`config.mk`:
```
export PLATFORM = sky130hd
export DESIGN_NAME = mac_fifo_frame_buffer_flat
export DESIGN_NICKNAME = d
export VERILOG_FILES = /design/src/rtl/mac_fifo_frame_buffer_if.sv /design/src/rtl/mac_fifo_frame_buffer.sv /design/src/flat_wrapper.sv
export SDC_FILE = /design/constraint.sdc
export NUM_CORES = 1
export LEC_CHECK = 0
export ABC_AREA = 1
export CAP_MARGIN = 25
export CORE_ASPECT_RATIO = 1.75
export CORE_MARGIN = 2
export CORE_UTILIZATION = 50
export DETAILED_ROUTE_END_ITERATION = 10
export PLACE_DENSITY_LB_ADDON = 0.25
export SLEW_MARGIN = 20
export SYNTH_ARGS = -nofsm -noshare
export SYNTH_HDL_FRONTEND = slang
export SYNTH_SLANG_ARGS = --single-unit
```
`constraint.sdc`:
```
create_clock -name clock -period 8 [get_ports clock]
set_clock_uncertainty 0.2 [all_clocks]
set_input_delay 0.8 -clock clock [delete_from_list [all_inputs] [get_ports clock]]
set_output_delay 0.8 -clock clock [all_outputs]
set_load 0.1 [all_outputs]
```
`src/rtl/mac_fifo_frame_buffer_if.sv`:
```
`default_nettype none
// ============================================================================
// Module   : mac_fifo_frame_buffer_if
// Purpose  : MAC-side write stream and consumer-side pop bus of the frame FIFO.
// Revision : 1.0 - initial release
// ============================================================================
interface mac_fifo_frame_buffer_if #(
   parameter int DATA_IN_WIDTH  = 8,
   parameter int DATA_OUT_WIDTH = 32
);
   localparam int c_CW = $clog2(DATA_OUT_WIDTH / DATA_IN_WIDTH) + 1;

   logic [DATA_IN_WIDTH-1:0]  data_in;
   logic                      data_in_enable;
   logic                      data_in_start;
   logic                      data_in_end;
   logic                      error;
   logic [DATA_OUT_WIDTH-1:0] data_out;
   logic                      data_out_enable;
   logic                      data_out_start;
   logic                      data_out_end;
   logic                      data_out_valid;
   logic [c_CW-1:0]           data_out_count;
   logic                      retry;

   modport master (
      output data_in, data_in_enable, data_in_start, data_in_end, error,
             data_out_enable, retry,
      input  data_out, data_out_start, data_out_end, data_out_valid, data_out_count
   );

   modport slave (
      input  data_in, data_in_enable, data_in_start, data_in_end, error,
             data_out_enable, retry,
      output data_out, data_out_start, data_out_end, data_out_valid, data_out_count
   );
endinterface
`default_nettype wire

```
`src/rtl/mac_fifo_frame_buffer.sv`:
```
`default_nettype none
// ============================================================================
// Module   : mac_fifo_frame_buffer
// Purpose  : Store-and-forward frame FIFO packing MAC units into wide words,
//            with error/overflow discard and replay of the frame being read.
// Revision : 1.0 - initial release
// ============================================================================
module mac_fifo_frame_buffer #(
   parameter int DATA_IN_WIDTH  = 8,
   parameter int DATA_OUT_WIDTH = 32,
   parameter int FIFO_DEPTH     = 12
) (
   input wire logic               clock,
   input wire logic               reset,
   mac_fifo_frame_buffer_if.slave bus
);
   localparam int c_RATIO = DATA_OUT_WIDTH / DATA_IN_WIDTH;
   localparam int c_LW    = (c_RATIO > 1) ? $clog2(c_RATIO) : 1;
   localparam int c_CW    = $clog2(c_RATIO) + 1;
   localparam int c_AW    = (FIFO_DEPTH > 1) ? $clog2(FIFO_DEPTH) : 1;
   // Pointers run over 2*FIFO_DEPTH so that full and empty stay distinguishable.
   localparam int c_PW    = $clog2(2 * FIFO_DEPTH);

   function automatic logic [c_PW-1:0] ptr_inc(input logic [c_PW-1:0] p);
      return (p == c_PW'(2 * FIFO_DEPTH - 1)) ? '0 : p + c_PW'(1);
   endfunction

   function automatic logic [c_AW-1:0] ptr_addr(input logic [c_PW-1:0] p);
      return (p >= c_PW'(FIFO_DEPTH)) ? c_AW'(p - c_PW'(FIFO_DEPTH)) : c_AW'(p);
   endfunction

   function automatic logic [c_PW-1:0] ptr_dist(input logic [c_PW-1:0] a, input logic [c_PW-1:0] b);
      return (a >= b) ? a - b : a + c_PW'(2 * FIFO_DEPTH) - b;
   endfunction

   logic [DATA_OUT_WIDTH-1:0] r_mem_data  [FIFO_DEPTH];
   logic                      r_mem_start [FIFO_DEPTH];
   logic                      r_mem_end   [FIFO_DEPTH];
   logic [c_CW-1:0]           r_mem_count [FIFO_DEPTH];

   logic [c_PW-1:0]           r_wr_ptr, r_commit_ptr, r_rd_ptr, r_base_ptr;
   logic [DATA_OUT_WIDTH-1:0] r_pack;
   logic [c_LW-1:0]           r_lane;
   logic                      r_first;
   logic                      r_in_frame;

   logic [c_PW-1:0]           w_wr_base;
   logic [DATA_OUT_WIDTH-1:0] w_word;
   logic [c_LW-1:0]           w_lane;
   logic                      w_first, w_drop, w_accept, w_flush, w_full, w_write, w_overflow;
   logic                      w_retry, w_pop;
   logic [c_AW-1:0]           w_rd_addr;

   // A start unit always restarts from the commit point, discarding any open frame.
   always_comb begin
      w_wr_base  = bus.data_in_start ? r_commit_ptr : r_wr_ptr;
      w_lane     = bus.data_in_start ? '0 : r_lane;
      w_word     = bus.data_in_start ? '0 : r_pack;
      for (int i = 0; i < c_RATIO; i++) begin
         if (c_LW'(i) == w_lane) begin
            w_word[i*DATA_IN_WIDTH +: DATA_IN_WIDTH] = bus.data_in;
         end
      end
      w_first    = bus.data_in_start | r_first;
      w_drop     = r_in_frame & bus.error;
      w_accept   = ~w_drop & bus.data_in_enable & (bus.data_in_start | r_in_frame);
      w_flush    = w_accept & (bus.data_in_end | (w_lane == c_LW'(c_RATIO - 1)));
      w_full     = (ptr_dist(w_wr_base, r_base_ptr) == c_PW'(FIFO_DEPTH));
      w_write    = w_flush & ~w_full;
      w_overflow = w_flush & w_full;
      w_retry    = bus.retry & (r_rd_ptr != r_base_ptr);
      w_pop      = bus.data_out_enable & ~w_retry & (r_rd_ptr != r_commit_ptr);
      w_rd_addr  = ptr_addr(r_rd_ptr);
   end

   always_ff @(posedge clock) begin
      if (w_write) begin
         r_mem_data[ptr_addr(w_wr_base)]  <= w_word;
         r_mem_start[ptr_addr(w_wr_base)] <= w_first;
         r_mem_end[ptr_addr(w_wr_base)]   <= bus.data_in_end;
         r_mem_count[ptr_addr(w_wr_base)] <= c_CW'(w_lane) + c_CW'(1);
      end
   end

   always_ff @(posedge clock) begin
      if (reset) begin
         r_wr_ptr     <= '0;
         r_commit_ptr <= '0;
         r_pack       <= '0;
         r_lane       <= '0;
         r_first      <= 1'b0;
         r_in_frame   <= 1'b0;
      end else if (w_drop || w_overflow) begin
         r_wr_ptr     <= r_commit_ptr;
         r_pack       <= '0;
         r_lane       <= '0;
         r_first      <= 1'b0;
         r_in_frame   <= 1'b0;
      end else if (w_accept) begin
         if (w_flush) begin
            r_wr_ptr   <= ptr_inc(w_wr_base);
            r_pack     <= '0;
            r_lane     <= '0;
            r_first    <= 1'b0;
            r_in_frame <= ~bus.data_in_end;
            if (bus.data_in_end) begin
               r_commit_ptr <= ptr_inc(w_wr_base);
            end
         end else begin
            r_wr_ptr   <= w_wr_base;
            r_pack     <= w_word;
            r_lane     <= w_lane + c_LW'(1);
            r_first    <= w_first;
            r_in_frame <= 1'b1;
         end
      end
   end

   // The base pointer pins the frame under read so retry can rewind and the writer cannot overrun it.
   always_ff @(posedge clock) begin
      if (reset) begin
         r_rd_ptr           <= '0;
         r_base_ptr         <= '0;
         bus.data_out       <= '0;
         bus.data_out_start <= 1'b0;
         bus.data_out_end   <= 1'b0;
         bus.data_out_count <= '0;
         bus.data_out_valid <= 1'b0;
      end else begin
         bus.data_out_valid <= w_pop;
         if (w_retry) begin
            r_rd_ptr <= r_base_ptr;
         end else if (w_pop) begin
            bus.data_out       <= r_mem_data[w_rd_addr];
            bus.data_out_start <= r_mem_start[w_rd_addr];
            bus.data_out_end   <= r_mem_end[w_rd_addr];
            bus.data_out_count <= r_mem_count[w_rd_addr];
            r_rd_ptr           <= ptr_inc(r_rd_ptr);
            if (r_mem_end[w_rd_addr]) begin
               r_base_ptr <= ptr_inc(r_rd_ptr);
            end else if (r_mem_start[w_rd_addr]) begin
               r_base_ptr <= r_rd_ptr;
            end
         end
      end
   end
endmodule
`default_nettype wire

```
`src/flat_wrapper.sv`:
```
// flat-port wrapper written by rule: the top's interface ports become plain ports
module mac_fifo_frame_buffer_flat 
#(
   parameter int DATA_IN_WIDTH  = 8,
   parameter int DATA_OUT_WIDTH = 32,
   parameter int FIFO_DEPTH     = 12
)
  (clock, reset, bus_data_in, bus_data_in_enable, bus_data_in_start, bus_data_in_end, bus_error, bus_data_out_enable, bus_retry, bus_data_out, bus_data_out_start, bus_data_out_end, bus_data_out_valid, bus_data_out_count);
  mac_fifo_frame_buffer_if #(.DATA_IN_WIDTH(DATA_IN_WIDTH), .DATA_OUT_WIDTH(DATA_OUT_WIDTH)) bus_i ();
  input wire logic clock;
  input wire logic reset;
  input wire logic [$bits(bus_i.data_in)-1:0] bus_data_in;
  input wire logic [$bits(bus_i.data_in_enable)-1:0] bus_data_in_enable;
  input wire logic [$bits(bus_i.data_in_start)-1:0] bus_data_in_start;
  input wire logic [$bits(bus_i.data_in_end)-1:0] bus_data_in_end;
  input wire logic [$bits(bus_i.error)-1:0] bus_error;
  input wire logic [$bits(bus_i.data_out_enable)-1:0] bus_data_out_enable;
  input wire logic [$bits(bus_i.retry)-1:0] bus_retry;
  output wire logic [$bits(bus_i.data_out)-1:0] bus_data_out;
  output wire logic [$bits(bus_i.data_out_start)-1:0] bus_data_out_start;
  output wire logic [$bits(bus_i.data_out_end)-1:0] bus_data_out_end;
  output wire logic [$bits(bus_i.data_out_valid)-1:0] bus_data_out_valid;
  output wire logic [$bits(bus_i.data_out_count)-1:0] bus_data_out_count;
  assign bus_i.data_in = bus_data_in;
  assign bus_i.data_in_enable = bus_data_in_enable;
  assign bus_i.data_in_start = bus_data_in_start;
  assign bus_i.data_in_end = bus_data_in_end;
  assign bus_i.error = bus_error;
  assign bus_i.data_out_enable = bus_data_out_enable;
  assign bus_i.retry = bus_retry;
  assign bus_data_out = bus_i.data_out;
  assign bus_data_out_start = bus_i.data_out_start;
  assign bus_data_out_end = bus_i.data_out_end;
  assign bus_data_out_valid = bus_i.data_out_valid;
  assign bus_data_out_count = bus_i.data_out_count;
  mac_fifo_frame_buffer #(.DATA_IN_WIDTH(DATA_IN_WIDTH), .DATA_OUT_WIDTH(DATA_OUT_WIDTH), .FIFO_DEPTH(FIFO_DEPTH)) u_core (.clock(clock), .reset(reset), .bus(bus_i));
endmodule
```
After elaboration in Yosys (flattened, before gate mapping)
Memories as Yosys holds them, arrays and structs flattened. A register that Yosys moved wholly into a read port is not among the register bits.
Cells that the tools add are included.
{"block": "totals", "regBits": 59, "ram_bits": 444, "input_bits": 16, "out_inout_bits": 38, "wordCells": 87, "memories": 4}
{"block": "op_classes", "add_sub_neg": 9, "n_lt_le_gt_ge": 3, "n_eq_ne": 9, "mux": 25, "bitwise": 17, "reduce_logical": 9}
{"memory": "u_core.r_mem_data", "words": 12, "word_bits": 32, "read_ports": 1, "rd_ports_with_merged_regs": 1, "wr": 1, "line": "mac_fifo_frame_buffer.sv:36", "rtl": "logic [DATA_OUT_WIDTH-1:0] r_mem_data [FIFO_DEPTH];"}
{"memory": "u_core.r_mem_count", "words": 12, "word_bits": 3, "read_ports": 1, "rd_ports_with_merged_regs": 1, "wr": 1, "line": "mac_fifo_frame_buffer.sv:39", "rtl": "logic [c_CW-1:0] r_mem_count [FIFO_DEPTH];"}
{"memory": "u_core.r_mem_end", "words": 12, "word_bits": 1, "read_ports": 1, "rd_ports_with_merged_regs": 0, "wr": 1, "line": "mac_fifo_frame_buffer.sv:38", "rtl": "logic r_mem_end [FIFO_DEPTH];"}
{"memory": "u_core.r_mem_start", "words": 12, "word_bits": 1, "read_ports": 1, "rd_ports_with_merged_regs": 0, "wr": 1, "line": "mac_fifo_frame_buffer.sv:37", "rtl": "logic r_mem_start [FIFO_DEPTH];"}
{"operator": "two-way mux 32 bit", "count": 2}
{"operator": "two-way mux 5 bit", "count": 11}
{"operator": "two-way mux 8 bit", "count": 4}
{"operator": "adder 5 x 1 -> 5 bit, second input constant", "count": 2}
{"operator": "equality test 5 bit, second input constant", "count": 2}
{"operator": ">= comparator 5 x 4 -> 1 bit, second input constant", "count": 2}
{"operator": "!= test 5 bit", "count": 2}
{"operator": "subtractor 5 bit", "count": 2}
{"operator": "AND 1 bit", "count": 9}
{"operator": "two-way mux 4 bit", "count": 2}
{"operator": "subtractor 4 bit, second input constant", "count": 2}
{"operator": "nonzero test 2 bit", "count": 3}
{"operator": "adder 5 bit, second input constant", "count": 1}
{"operator": "equality test 5 x 4 -> 1 bit, second input constant", "count": 1}
{"operator": ">= comparator 5 bit", "count": 1}
{"operator": "inverter 1 bit", "count": 5}
{"operator": "equality test 2 bit, first input constant", "count": 2}
{"operator": "two-way mux 1 bit", "count": 4}
{"operator": "two-way mux 2 bit", "count": 2}
{"operator": "AND reduction 4 bit", "count": 1}
{"operator": "adder 2 x 1 -> 3 bit, second input constant", "count": 1}
{"operator": "OR 1 bit", "count": 3}
{"operator": "AND reduction 3 bit", "count": 1}
{"operator": "adder 2 x 1 -> 2 bit, second input constant", "count": 1}
{"operator": "6 further kinds", "count": 6}

Longest topological paths before layout
{"block": "depth", "ltp_word": 9, "ltp_mapped": 20, "ltp_nobuf": 19}

Worst setup path after synthesis
Ideal clock, no wire load.
{"block": "synth_path", "path_type": "input to register", "startpoint": "in bus_data_in_start", "endpoint": "mem u_core.r_mem_count[0][0] (netlist bit), enable pin", "t_arrival_ns": 5.624, "required_time_ns": 7.323, "setup_slack_ns": 1.699, "path_stages": 17, "n_path_buf": 2, "cell_sequence": "buf_2 > inv_2 > nand2_1 > nand2_1 > inv_1 > ha_1 > inv_1 > ha_1 > fa_1 > o21ai_0 > a21oi_1 > nand3_1 > nand2_1 > nand2_1 > nand2_1 > clkbuf_1 > nor3_1"}
{"block": "synth_between", "elab_chain_len": 9, "elab_cells_between_ends": 20, "cone_classes": "add/sub: 4; order compare: 2; eq/ne: 2; mux: 6; bitwise: 6"}
{"item": "start, declared", "line": "flat_wrapper.sv:14", "rtl": "input wire logic [$bits(bus_i.data_in_start)-1:0] bus_data_in_start;"}
{"item": "two-way mux 5 bit", "line": "mac_fifo_frame_buffer.sv:56", "rtl": "w_wr_base = bus.data_in_start ? r_commit_ptr : r_wr_ptr;"}
{"item": "adder 5 bit", "line": "mac_fifo_frame_buffer.sv:33", "rtl": "return (a >= b) ? a - b : a + c_PW'(2 * FIFO_DEPTH) - b;"}
{"item": "subtractor 5 bit", "line": "mac_fifo_frame_buffer.sv:33"}
{"item": "two-way mux 5 bit", "line": "mac_fifo_frame_buffer.sv:33"}
{"item": "equality test 5 x 4 -> 1 bit", "line": "mac_fifo_frame_buffer.sv:68", "rtl": "w_full = (ptr_dist(w_wr_base, r_base_ptr) == c_PW'(FIFO_DEPTH));"}
{"item": "inverter 1 bit", "line": "mac_fifo_frame_buffer.sv:69", "rtl": "w_write = w_flush & ~w_full;"}
{"item": "AND 1 bit", "line": "mac_fifo_frame_buffer.sv:69"}
{"item": "two-way mux 1 bit", "line": "mac_fifo_frame_buffer.sv:77", "rtl": "if (w_write) begin"}
{"item": "two-way mux 1 bit (not written as such)", "line": "mac_fifo_frame_buffer.sv:81", "rtl": "r_mem_count[ptr_addr(w_wr_base)] <= c_CW'(w_lane) + c_CW'(1);"}
{"item": "end, declared", "line": "mac_fifo_frame_buffer.sv:39"}
Parallel ways exist; a longest one is shown, timed or not.

Final worst setup path
{"block": "layout_path", "startpoint": "in bus_data_in_start", "endpoint": "mem u_core.r_mem_end[11], enable pin"}
{"block": "layout_between", "elab_chain_len": 9, "elab_cells_between_ends": 20, "cone_classes": "add/sub: 4; order compare: 2; eq/ne: 2; mux: 6; bitwise: 6"}
{"item": "two-way mux 5 bit", "line": "mac_fifo_frame_buffer.sv:56"}
{"item": "adder 5 bit", "line": "mac_fifo_frame_buffer.sv:33"}
{"item": "subtractor 5 bit", "line": "mac_fifo_frame_buffer.sv:33"}
{"item": "two-way mux 5 bit", "line": "mac_fifo_frame_buffer.sv:33"}
{"item": "equality test 5 x 4 -> 1 bit", "line": "mac_fifo_frame_buffer.sv:68"}
{"item": "inverter 1 bit", "line": "mac_fifo_frame_buffer.sv:69"}
{"item": "AND 1 bit", "line": "mac_fifo_frame_buffer.sv:69"}
{"item": "two-way mux 1 bit", "line": "mac_fifo_frame_buffer.sv:77"}
{"item": "two-way mux 1 bit (not written as such)", "line": "mac_fifo_frame_buffer.sv:80", "rtl": "r_mem_end[ptr_addr(w_wr_base)] <= bus.data_in_end;"}
{"item": "end, declared", "line": "mac_fifo_frame_buffer.sv:38"}
Parallel ways exist; a longest one is shown, timed or not.

==> results.json <==
{
  "required_ns": 8.03,
  "nets": 2083,
  "maxSlewViolCount": 0,
  "ys_ff_latch": 538,
  "worst_pin_slew_ns": 1.07,
  "cts_tree": "done",
  "min_period_over_period_pct": 71.7,
  "wl_um": 56600,
  "pwr-share-comb_pct": 34.2,
  "synth_area_leaders": "edfxtp_1, dfxtp_1, o21ai_0",
  "syn-cell-area_um2": 22300,
  "ys_seq_area_share_pct": 68.3,
  "synth-xor-area-share_pct": 0.500,
  "gp_congestion": 0.889,
  "total_power_mw": 8.54,
  "cap_violations": 0,
  "synthArstFlopShare_pct": 0,
  "die_x_um": 164,
  "post_cts_buffers": 0,
  "root_buffer": "clkbuf_16",
  "hpwl_um": 32000,
  "slew_headroom_pct": 28.7,
  "synth_edf_count": 444,
  "dieArea_um2": 46300,
  "seq_area_um2": 15200,
  "cts.repair.resized": 0,
  "status": "complete, no violations",
  "io_buffer_count": 53,
  "ios": 54,
  "num_vias": 15500,
  "clk_pin_slew_ns": 0.07,
  "synth-main-ff-cell": "edfxtp_1",
  "yosys.area.top_type": "edfxtp_1",
  "p_int_mw": 5.23,
  "path_max_fanout": 36,
  "multi_input_area_um2": 6150,
  "p_sw_mw": 3.31,
  "synth_cells": 2007,
  "finalCriticalPeriod_ns": 5.74,
  "diodes": 0,
  "yosys-top-cells-count": "edfxtp_1, o21ai_0, nor2_1",
  "grt_max_degree": 102,
  "finalSetupTns_ns": 0,
  "hold_class": "register to register",
  "hold_viol_final": 0,
  "yosysWarnings": 0,
  "grt_use_total_pct": 24.3,
  "synth_top_family_by_area": "simple AND/OR/NAND/NOR gates",
  "netlist.area_leader.share_pct": 59.9,
  "ctsHoldBuffers": 0,
  "rows": 102,
  "cts-buffers-inserted": 46,
  "clock_power_share_pct": 26.6,
  "drt_iter0_markers": 1408,
  "synth.distinct_cells": 37,
  "grt_setup_unrepaired": "no",
  "critPathArrivalTime_ns": 5.77,
  "grt_pass1_vias": 15100,
  "finalSetupViolCount": 0,
  "antenna_found_initial": 0,
  "yosysMostFrequentCell": "edfxtp_1",
  "cts.sinks": 538,
  "fmax_mhz": 174,
  "synthMuxAreaShare_pct": 0,
  "clock_path_buffers": 3,
  "whs_ns": 0.263,
  "synth-compound-area-share_pct": 12.4,
  "coreArea_um2": 44200,
  "power_density_nw_per_um2": 341,
  "worstSetupPathType": "input pin to register",
  "start_util_pct": 50.4,
  "drt-pass1-iter-count": 6,
  "synth.avg_cell_area_um2": 11.1,
  "die_y_um": 283,
  "drive_above_1_share_pct": 7.66,
  "synth.net_count": 2050,
  "seq_power_share_pct": 39.2,
  "cts_htree_levels": 2,
  "overflow": 0,
  "switching_share_pct": 38.8,
  "post-route-util_pct": 56.6,
  "drt-vias-per-instance": 5.86,
  "synth-simple-area-share_pct": 12.6,
  "synthAdderAreaFrac_pct": 1.65,
  "remaining_drc_errors": 0,
  "grt_first_pass_wirelength_um": 86200,
  "endpoint_kind": "register",
  "wl_per_cell_um": 21.4,
  "power.leakage_nw": 8.86,
  "clk_latency_ns": 0.56,
  "area_delta_synth_final_pct": 12.3,
  "ir_worst_vdd_v": 0.000338,
  "start_kind": "input pin",
  "antenna_left": 0,
  "fillers": 3674
}
==> stage by stage <==
stage	setup WS, ns	std cells	instance area, µm²
2_1_floorplan	1.70	2007	22300
3_3_place_gp	1.72	2553	23300
3_5_place_dp	1.68	2556	23400
4_1_cts	2.27	2641	24900
5_1_grt	1.84	2649	25000
6_report	2.26	2649	25000
==> metal layers <==
layer / part of all wire, % / vias up / GRT usage [%] / routed length, µm
met5: 0 / - / 0 / 0
met4: 4.1 / 0 / 10.4 / 2320
met3: 5.1 / 140 / 2.68 / 2910
met2: 52 / 554 / 42.7 / 29500
met1: 39 / 7667 / 30.3 / 21900
li1: - / 7163 / - / -
==> power groups by stage <==
stage | clock (mW) | sequential [mW] | combinational (mW)
floorplan | 0 | 3.97 | 1.57
global placement | 0 | 3.40 | 2.86
detailed placement | 0 | 3.41 | 2.90
CTS | 2.30 | 3.35 | 2.92
global route | 2.40 | 3.37 | 3.20
finish | 2.27 | 3.35 | 2.92
==> cells in the final DEF, fill, tap and decap left out, types with 5 or more instances in the layout <==
cell type,count
edfxtp_1,444
nor2_1,297
o21ai_0,280
nand2_1,220
nand3_1,137
inv_1,98
dfxtp_1,92
a21oi_1,89
o22ai_1,71
o21ai_1,53
clkdlybuf4s50_1,53
clkbuf_16,49
buf_4,44
ha_1,23
a22oi_1,18
nor3_2,12
clkbuf_1,9
clkinv_1,8
clkinvlp_4,8
inv_2,7
xor2_1,5
nor3_1,5
==> layout make-up <==
cell class	instances	share of cell area, %
flip-flops and latches	538	60.9
multi-input cells	1241	24.6
clock inverters	24	0.941
inverters	107	1.62
clock buffers	61	5.20
repair buffers	106	3.93
well taps	572	2.86
==> worst paths after layout <==
kind                                          from              endpoint  slack (ns)  cells past startpoint
worst max-delay path             bus_data_in_start  u_core.r_mem_end[11]        2.26                     17
worst max register to register  u_core.r_wr_ptr[3]  u_core.r_mem_end[11]        3.08                     15
worst min-delay path              u_core.r_lane[0]      u_core.r_lane[0]        0.26                      2
worst min register to register    u_core.r_lane[0]      u_core.r_lane[0]        0.26                      2
==> critical path, cell delays in order <==
cell and delay [ns]:
clkdlybuf4s50_1 0.76, inv_2 0.40, nand2_1 0.15, nand2_1 0.14
inv_1 0.18, ha_1 0.24, inv_1 0.07, ha_1 0.23
fa_1 0.44, o21ai_0 0.16, a21oi_1 0.06, nand3_1 0.08
nand2_1 0.08, nand2_1 0.16, nand2_1 0.40, nor3_2 0.96
buf_4 0.43
==> cell families (layout without fill, tap and decap cells) <==
kind of cell	count (synthesis)	after routing
XOR/XNOR	11	11
buffers and inverters	228	298
AND/OR/NAND/NOR	684	684
AO/OA/AOI/OAI	519	519
flip-flops	538	538
adder cells (fa/ha/maj)	27	27
==> flip-flops by register name, summed over array words and instances (netlist names) <==
register / count
u_core.bus.data_out: 32
u_core.r_base_ptr: 5
u_core.bus.data_out_end: 1
u_core.bus.data_out_count: 3
u_core.r_mem_start: 12
u_core.r_pack: 32
u_core.r_lane: 2
u_core.bus.data_out_start: 1
u_core.r_commit_ptr: 5
u_core.r_in_frame: 1
u_core.r_rd_ptr: 5
u_core.r_wr_ptr: 5
u_core.bus.data_out_valid: 1
u_core.r_mem_data: 384
u_core.r_mem_end: 12
u_core.r_mem_count: 36
u_core.r_first: 1
Power figures use the tool's default switching activity.
